===== src/rtl/agc_cycle_scheduler_if.sv =====
// Sequencer-side handshake bundle for the AGC cycle scheduler.
// The scheduler is the master: it drives the decision and stolen-cycle request.
interface agc_cycle_scheduler_if #(
    parameter int ADDR_W = 12
);
    logic              boundary;
    logic              resume;
    logic              cyc_done;
    logic              instr_go;
    logic              cyc_valid;
    logic [1:0]        cyc_type;
    logic [ADDR_W-1:0] cyc_addr;
    logic              cyc_dir;

    modport master (
        input  boundary, resume, cyc_done,
        output instr_go, cyc_valid, cyc_type, cyc_addr, cyc_dir
    );

    modport slave (
        output boundary, resume, cyc_done,
        input  instr_go, cyc_valid, cyc_type, cyc_addr, cyc_dir
    );
endinterface


===== src/rtl/agc_cycle_scheduler.sv =====
// Instruction-boundary scheduler: releases instructions, steals counter
// cycles or enters RUPT each time the sequencer parks in Load.
module agc_cycle_scheduler #(
    parameter int                NCNT      = 8,
    parameter int                NIRQ      = 5,
    parameter int                ADDR_W    = 12,
    parameter logic [ADDR_W-1:0] CNT_BASE  = ADDR_W'(20),
    parameter logic [ADDR_W-1:0] RUPT_BASE = ADDR_W'(2048),
    parameter int                MAX_BURST = 4
) (
    input  logic                  clk,
    input  logic                  reset,
    input  logic [NCNT-1:0]       inc_req,
    input  logic [NCNT-1:0]       dec_req,
    input  logic [NIRQ-1:0]       irq,
    input  logic                  inhint,
    input  logic                  ext_flag,
    agc_cycle_scheduler_if.master bus,
    output logic                  in_rupt,
    output logic                  cnt_lost
);
    localparam int CW = (NCNT > 1) ? $clog2(NCNT) : 1;
    localparam int IW = (NIRQ > 1) ? $clog2(NIRQ) : 1;
    localparam int BW = $clog2(MAX_BURST + 1);

    localparam logic [1:0] S_IDLE = 2'd0;
    localparam logic [1:0] S_HOLD = 2'd1;
    localparam logic [1:0] S_CNT  = 2'd2;
    localparam logic [1:0] S_RUPT = 2'd3;

    logic [1:0]        state_q, state_d;
    logic [BW-1:0]     burst_q, burst_d;
    logic              go_q, go_d;
    logic              valid_q, valid_d;
    logic [1:0]        type_q, type_d;
    logic [ADDR_W-1:0] addr_q, addr_d;
    logic              dir_q, dir_d;
    logic [CW-1:0]     idx_q, idx_d;
    logic              in_rupt_q, in_rupt_d;
    logic              lost_q, lost_d;
    logic [NIRQ-1:0]   irq_pend_q, irq_pend_d;
    logic [NIRQ-1:0]   grant;
    logic signed [2:0] pend_q [NCNT];
    logic signed [2:0] pend_d [NCNT];
    logic [3:0]        nv;

    logic              cnt_hit, cnt_up;
    logic [CW-1:0]     cnt_sel;
    logic              irq_hit;
    logic [IW-1:0]     irq_sel;
    logic [NIRQ-1:0]   irq_oh;

    // Step toward zero on a finished counter cycle, then add the net
    // request; a request that would leave -3..+3 is dropped ({lost, pend}).
    function automatic logic [3:0] pend_next(
        input logic signed [2:0] p,
        input logic              up,
        input logic              dn,
        input logic              stp
    );
        logic signed [3:0] b;
        logic signed [3:0] t;
        b = {p[2], p};
        if (stp && p > 3'sd0) b = b - 4'sd1;
        else if (stp && p < 3'sd0) b = b + 4'sd1;
        t = b;
        if (up && !dn) t = b + 4'sd1;
        else if (dn && !up) t = b - 4'sd1;
        if (t > 4'sd3 || t < -4'sd3) return {1'b1, b[2:0]};
        return {1'b0, t[2:0]};
    endfunction

    // Lowest-index pending counter and lowest eligible interrupt line.
    always_comb begin
        cnt_hit = 1'b0;
        cnt_sel = '0;
        cnt_up  = 1'b0;
        for (int i = NCNT - 1; i >= 0; i--) begin
            if (pend_q[i] != 3'sd0) begin
                cnt_hit = 1'b1;
                cnt_sel = CW'(i);
                cnt_up  = ~pend_q[i][2];
            end
        end
        irq_hit = 1'b0;
        irq_sel = '0;
        irq_oh  = '0;
        for (int j = NIRQ - 1; j >= 0; j--) begin
            if (irq_pend_q[j] && !inhint && !ext_flag && !in_rupt_q) begin
                irq_hit   = 1'b1;
                irq_sel   = IW'(j);
                irq_oh    = '0;
                irq_oh[j] = 1'b1;
            end
        end
    end

    // Pending counter nets and the saturation-drop flag.
    always_comb begin
        lost_d = 1'b0;
        nv     = '0;
        for (int i = 0; i < NCNT; i++) begin
            nv = pend_next(pend_q[i], inc_req[i], dec_req[i],
                           state_q == S_CNT && bus.cyc_done &&
                           idx_q == CW'(i));
            pend_d[i] = nv[2:0];
            lost_d    = lost_d | nv[3];
        end
    end

    // Boundary arbitration and stolen-cycle lifetime.
    always_comb begin
        state_d   = state_q;
        burst_d   = burst_q;
        go_d      = 1'b0;
        valid_d   = valid_q;
        type_d    = type_q;
        addr_d    = addr_q;
        dir_d     = dir_q;
        idx_d     = idx_q;
        in_rupt_d = in_rupt_q;
        grant     = '0;
        if (bus.resume && state_q != S_RUPT) in_rupt_d = 1'b0;
        unique case (state_q)
            S_IDLE: begin
                if (bus.boundary) begin
                    if (burst_q == BW'(MAX_BURST)) begin
                        go_d    = 1'b1;
                        burst_d = '0;
                        state_d = S_HOLD;
                    end else if (cnt_hit) begin
                        state_d = S_CNT;
                        valid_d = 1'b1;
                        type_d  = 2'd1;
                        addr_d  = CNT_BASE + ADDR_W'(cnt_sel);
                        dir_d   = cnt_up;
                        idx_d   = cnt_sel;
                        burst_d = burst_q + BW'(1);
                    end else if (irq_hit) begin
                        state_d = S_RUPT;
                        valid_d = 1'b1;
                        type_d  = 2'd2;
                        addr_d  = RUPT_BASE + ADDR_W'({irq_sel, 2'b00});
                        grant   = irq_oh;
                    end else begin
                        go_d    = 1'b1;
                        burst_d = '0;
                        state_d = S_HOLD;
                    end
                end
            end
            S_HOLD: state_d = S_IDLE;
            S_CNT, S_RUPT: begin
                if (bus.cyc_done) begin
                    state_d = S_IDLE;
                    valid_d = 1'b0;
                    type_d  = 2'd0;
                    addr_d  = '0;
                    dir_d   = 1'b0;
                    if (state_q == S_RUPT) begin
                        in_rupt_d = 1'b1;
                        burst_d   = '0;
                    end
                end
            end
            default: state_d = S_IDLE;
        endcase
        irq_pend_d = (irq_pend_q & ~grant) | irq;
    end

    // State registers; reset discards all pending work.
    always_ff @(posedge clk) begin
        if (reset) begin
            state_q    <= S_IDLE;
            burst_q    <= '0;
            go_q       <= 1'b0;
            valid_q    <= 1'b0;
            type_q     <= 2'd0;
            addr_q     <= '0;
            dir_q      <= 1'b0;
            idx_q      <= '0;
            in_rupt_q  <= 1'b0;
            lost_q     <= 1'b0;
            irq_pend_q <= '0;
            for (int i = 0; i < NCNT; i++) pend_q[i] <= 3'sd0;
        end else begin
            state_q    <= state_d;
            burst_q    <= burst_d;
            go_q       <= go_d;
            valid_q    <= valid_d;
            type_q     <= type_d;
            addr_q     <= addr_d;
            dir_q      <= dir_d;
            idx_q      <= idx_d;
            in_rupt_q  <= in_rupt_d;
            lost_q     <= lost_d;
            irq_pend_q <= irq_pend_d;
            for (int i = 0; i < NCNT; i++) pend_q[i] <= pend_d[i];
        end
    end

    assign bus.instr_go  = go_q;
    assign bus.cyc_valid = valid_q;
    assign bus.cyc_type  = type_q;
    assign bus.cyc_addr  = addr_q;
    assign bus.cyc_dir   = dir_q;
    assign in_rupt       = in_rupt_q;
    assign cnt_lost      = lost_q;
endmodule


===== src/flat_wrapper.sv =====
// flat-port wrapper written by rule: the top's interface ports become plain ports
module agc_cycle_scheduler_flat 
#(
    parameter int                NCNT      = 8,
    parameter int                NIRQ      = 5,
    parameter int                ADDR_W    = 12,
    parameter logic [ADDR_W-1:0] CNT_BASE  = ADDR_W'(20),
    parameter logic [ADDR_W-1:0] RUPT_BASE = ADDR_W'(2048),
    parameter int                MAX_BURST = 4
)
  (clk, reset, inc_req, dec_req, irq, inhint, ext_flag, in_rupt, cnt_lost, bus_boundary, bus_resume, bus_cyc_done, bus_instr_go, bus_cyc_valid, bus_cyc_type, bus_cyc_addr, bus_cyc_dir);
  agc_cycle_scheduler_if #(.ADDR_W(ADDR_W)) bus_i ();
  input  logic clk;
  input  logic reset;
  input  logic [NCNT-1:0] inc_req;
  input  logic [NCNT-1:0] dec_req;
  input  logic [NIRQ-1:0] irq;
  input  logic inhint;
  input  logic ext_flag;
  output logic in_rupt;
  output logic cnt_lost;
  input wire logic [$bits(bus_i.boundary)-1:0] bus_boundary;
  input wire logic [$bits(bus_i.resume)-1:0] bus_resume;
  input wire logic [$bits(bus_i.cyc_done)-1:0] bus_cyc_done;
  output wire logic [$bits(bus_i.instr_go)-1:0] bus_instr_go;
  output wire logic [$bits(bus_i.cyc_valid)-1:0] bus_cyc_valid;
  output wire logic [$bits(bus_i.cyc_type)-1:0] bus_cyc_type;
  output wire logic [$bits(bus_i.cyc_addr)-1:0] bus_cyc_addr;
  output wire logic [$bits(bus_i.cyc_dir)-1:0] bus_cyc_dir;
  assign bus_i.boundary = bus_boundary;
  assign bus_i.resume = bus_resume;
  assign bus_i.cyc_done = bus_cyc_done;
  assign bus_instr_go = bus_i.instr_go;
  assign bus_cyc_valid = bus_i.cyc_valid;
  assign bus_cyc_type = bus_i.cyc_type;
  assign bus_cyc_addr = bus_i.cyc_addr;
  assign bus_cyc_dir = bus_i.cyc_dir;
  agc_cycle_scheduler #(.NCNT(NCNT), .NIRQ(NIRQ), .ADDR_W(ADDR_W), .CNT_BASE(CNT_BASE), .RUPT_BASE(RUPT_BASE), .MAX_BURST(MAX_BURST)) u_core (.clk(clk), .reset(reset), .inc_req(inc_req), .dec_req(dec_req), .irq(irq), .inhint(inhint), .ext_flag(ext_flag), .bus(bus_i), .in_rupt(in_rupt), .cnt_lost(cnt_lost));
endmodule

===== config.mk =====
export PLATFORM = sky130hd
export DESIGN_NAME = agc_cycle_scheduler_flat
export DESIGN_NICKNAME = d
export VERILOG_FILES = /design/src/rtl/agc_cycle_scheduler_if.sv /design/src/rtl/agc_cycle_scheduler.sv /design/src/flat_wrapper.sv
export SDC_FILE = /design/constraint.sdc
export NUM_CORES = 1
export LEC_CHECK = 0
export CAP_MARGIN = 40
export CORE_MARGIN = 2
export CORE_UTILIZATION = 28
export DETAILED_ROUTE_END_ITERATION = 8
export SLEW_MARGIN = 20
export SYNTH_ARGS = -nofsm -noshare
export SYNTH_HDL_FRONTEND = slang
export SYNTH_SLANG_ARGS = --single-unit

===== constraint.sdc =====
create_clock -name clk -period 6 [get_ports clk]
set_input_delay 0.6 -clock clk [delete_from_list [all_inputs] [get_ports clk]]
set_output_delay 0.6 -clock clk [all_outputs]
set_load 0.005 [all_outputs]

==> key figures <==
Status
  – Status: finished, final reports clean

Global routing
  – First-pass GRT wire length: 22000 µm
  – Vias in the first global route: 4567
  – Gr ovfl total: 0
  – Initial antenna violation count: 0
  – Gr usage total: 13.1%
  – Largest net degree at the start of global routing: 32

Floorplan
  – Row Count: 50
  – Die width: 142 µm
  – CORE AREA: 18700 µm²
  – Die Footprint: roughly 20000 µm²
  – I/O pin total: 47
  – Starting Density: between 20% and 30%
  – Die Y: 142 µm

Yosys
  – Synth async-reset ratio: 0%
  – Area leader, netlist: dfxtp_1
  – Synth top area cells: dfxtp_1 (18%), ha_1 (10%), a21oi_1 (4.7%)
  – Seq/Total Area, Yosys: between 10% and 20%
  – Main synth FF type: dfxtp_1
  – Yosys cell types: 83
  – Synthesized netlist cell count: 688
  – Syn Area/Cell: 7.74 µm²
  – FF+latch count, synth: a little under 50
  – Post-synth EDFFs: 0
  – Cell area after synthesis: roughly 5300 µm²
  – Synth top area share: 18.4%
  – Synth Warn #: 0

Clocking
  – Post-cts hold buffer count: 0
  – Reg clk slew, reported paths: 0.08 ns
  – Post-CTS setup buffer count: 0
  – Htree depth: 2
  – CTS Buf Count: 5
  – CTS tree: built
  – CTS Root Cell: clkbuf_16
  – CTS sink cnt: 49
  – Clock Latency Late Sink: 0.31 ns
  – Clock buffer depth: 2
  – Post-CTS resize count: 0

Detailed routing
  – Via count: about 5000
  – Antenna Nets Post-Route: 0
  – Routed WL: 13100 µm
  – Initial DRT Pass Iterations: 5
  – Wire per inst: 13.9 µm
  – DR iter-0 viols: 328
  – Vias per cell: 5.25
  – Drc violations: 0

Worst setup path
  – Worst Path Required: 6.20 ns
  – R2R cell count: 12
  – Setup crit end kind: flop
  – CP Launch Point: bus_cyc_done
  – FF-to-FF setup slack: 2.40 ns
  – Worst setup SP type: input port
  – FF-to-FF End: u_core.pend_q[1][1]
  – CP Class: in -> reg
  – Worst path arrival time: 4.36 ns
  – Reg-to-Reg Start: u_core.idx_q[0]
  – Worst setup path endpoint: u_core.pend_q[6][1]
  – CP max FO: 13

Timing
  – Slew HR: 48.6%
  – Hold slack: roughly 0.50 ns
  – Final setup margin: 1.84 ns
  – Fin crit share: 69.3%
  – Max Slew Vio Count: 0
  – Final setup TNS: 0 ns
  – Slew @ Worst Pin: 0.769 ns
  – Unrepaired setup endpoints after global routing: false
  – Clock skew: 0.00575 ns
  – Fmax: 240 MHz
  – Final Setup Violations: 0
  – Tmin final: 4.16 ns
  – Final Hold Vio Count: 0

Layout
  – Number of diodes: 0
  – Finished Core Util: 32.1%
  – Area grow syn2layout: 12.7%
  – Final non-filler cell total: roughly 940
  – Layout cell share with drive strength beyond 1: 7.76%
  – # fillers: 1952
  – Finished Cell Area: approximately 6000 µm²
  – Most frequent cells in the layout: inv_1 (51), nand2_1 (51), a21oi_1 (50)
  – Post-layout nets: 779

Power
  – Pleak: 2.18 nW
  – Clock power share: 15.0%
  – Seq pwr share: a little under a quarter
  – Power per Cell Area: about 350 nW/µm²
  – Sw frac: 47.7%
  – Sw power: 0.999 mW
  – Final Power: ~2.1 mW
  – Peak supply drop: about 0.14 mV
  – Combinational share of power: 61.2%
  – Internal power: 1.10 mW

Worst hold path
  – Hold path start: u_core.irq_pend_q[4]
  – Path type of the worst min-delay path: reg -> reg
  – Hold path cells: 2

Place
  – GPL Wtd Cong: 0.812
  – Post-DP HPWL: 10000 µm
  – I/O Buffers: 40
  – Pre-CTS WS: between 1.5 and 2 ns
  – Placed instance count: ~940
  – Area after DPL: 5850 µm²

Flow run
  – Max-cap violations: 0
[power by group through the flow]
stage | registers (mW) | logic [mW] | clock network [mW]
final | 0.500 | 1.28 | 0.314
after global routing | 0.514 | 1.45 | 0.332
after CTS | 0.499 | 1.28 | 0.324
after detailed placement | 0.505 | 1.27 | 0
after global placement | 0.507 | 1.25 | 0
after floorplan | 0.454 | 1.03 | 0
[Yosys cell counts, types with 13 or more instances]
| cell | number |
|---|---|
| nor2b_1 | 32 |
| nand3_1 | 21 |
| xnor2_1 | 15 |
| nand2_1 | 51 |
| nand4_1 | 13 |
| o211ai_1 | 14 |
| nand2b_1 | 17 |
| clkbuf_1 | 13 |
| nor3_1 | 16 |
| inv_1 | 51 |
| dfxtp_1 | 49 |
| ha_1 | 43 |
| nor2_1 | 45 |
| a21oi_1 | 50 |
| a31oi_1 | 18 |
| o21ai_0 | 40 |
[sequential cells by signal, summed over array words and instances, names as in the netlist]
register              flops
u_core.in_rupt            1
u_core.irq_pend_q         5
u_core.cnt_lost           1
u_core.bus.cyc_dir        1
u_core.bus.cyc_type       2
u_core.bus.instr_go       1
u_core.burst_q            3
u_core.pend_q            24
u_core.bus.cyc_addr       5
u_core.bus.cyc_valid      1
u_core.idx_q              3
u_core.state_q            2
[final cells by class]
type,count,area [µm²],share of cell area (%)
Inverter,52,195,3.25
Sequential cell,49,981,16.3
Tap cell,234,293,4.88
Clock buffer,5,125,2.08
Multi-Input combinational cell,556,3940,65.6
Timing Repair Buffer,44,442,7.36
Clock inverter,3,28.8,0.479
[cells by family (layout without fill, tap and decap cells)]
logic type	Yosys count	in the layout	share of synthesized area (%)
buf+inv	88	104	7.99
mux	10	10	2.28
simple gates	273	273	29.8
compound gates	199	199	26.6
flops	49	49	18.4
other cells	1	6	0.0704
xor+xnor	25	25	4.68
fa+ha+maj	43	43	10.1
[layer usage]
layer | routed length [µm] | vias up | track usage, %
met5 | 0 | - | 0
met4 | 187 | 0 | 3.53
met3 | 428 | 12 | 1.89
met2 | 5960 | 69 | 21.8
met1 | 6490 | 2314 | 17.7
li1 | - | 2552 | -
[how the worst min path moves through the flow]
stage / to / slack (ns)
5_1_grt: u_core.bus.cyc_addr[4] / 0.52
2_1_floorplan: u_core.bus.cyc_addr[0] / 0.45
3_5_place_dp: u_core.bus.cyc_addr[0] / 0.48
4_1_cts: u_core.irq_pend_q[4] / 0.50
3_3_place_gp: u_core.irq_pend_q[4] / 0.48
6_report: u_core.irq_pend_q[4] / 0.50
[worst max-delay path, stage by stage]
cell and delay [ns]:
clkdlybuf4s50_1 0.88, nor4bb_1 0.55, clkdlybuf4s15_2 0.34, nand2_1 0.11, o221ai_1 0.37, inv_1 0.11
ha_1 0.21, a22o_1 0.24, xnor2_1 0.18, nand3_1 0.09, mux2i_1 0.34, o21ai_0 0.16
o2111a_1 0.16
Note: power is estimated with default switching activity, not from simulation.
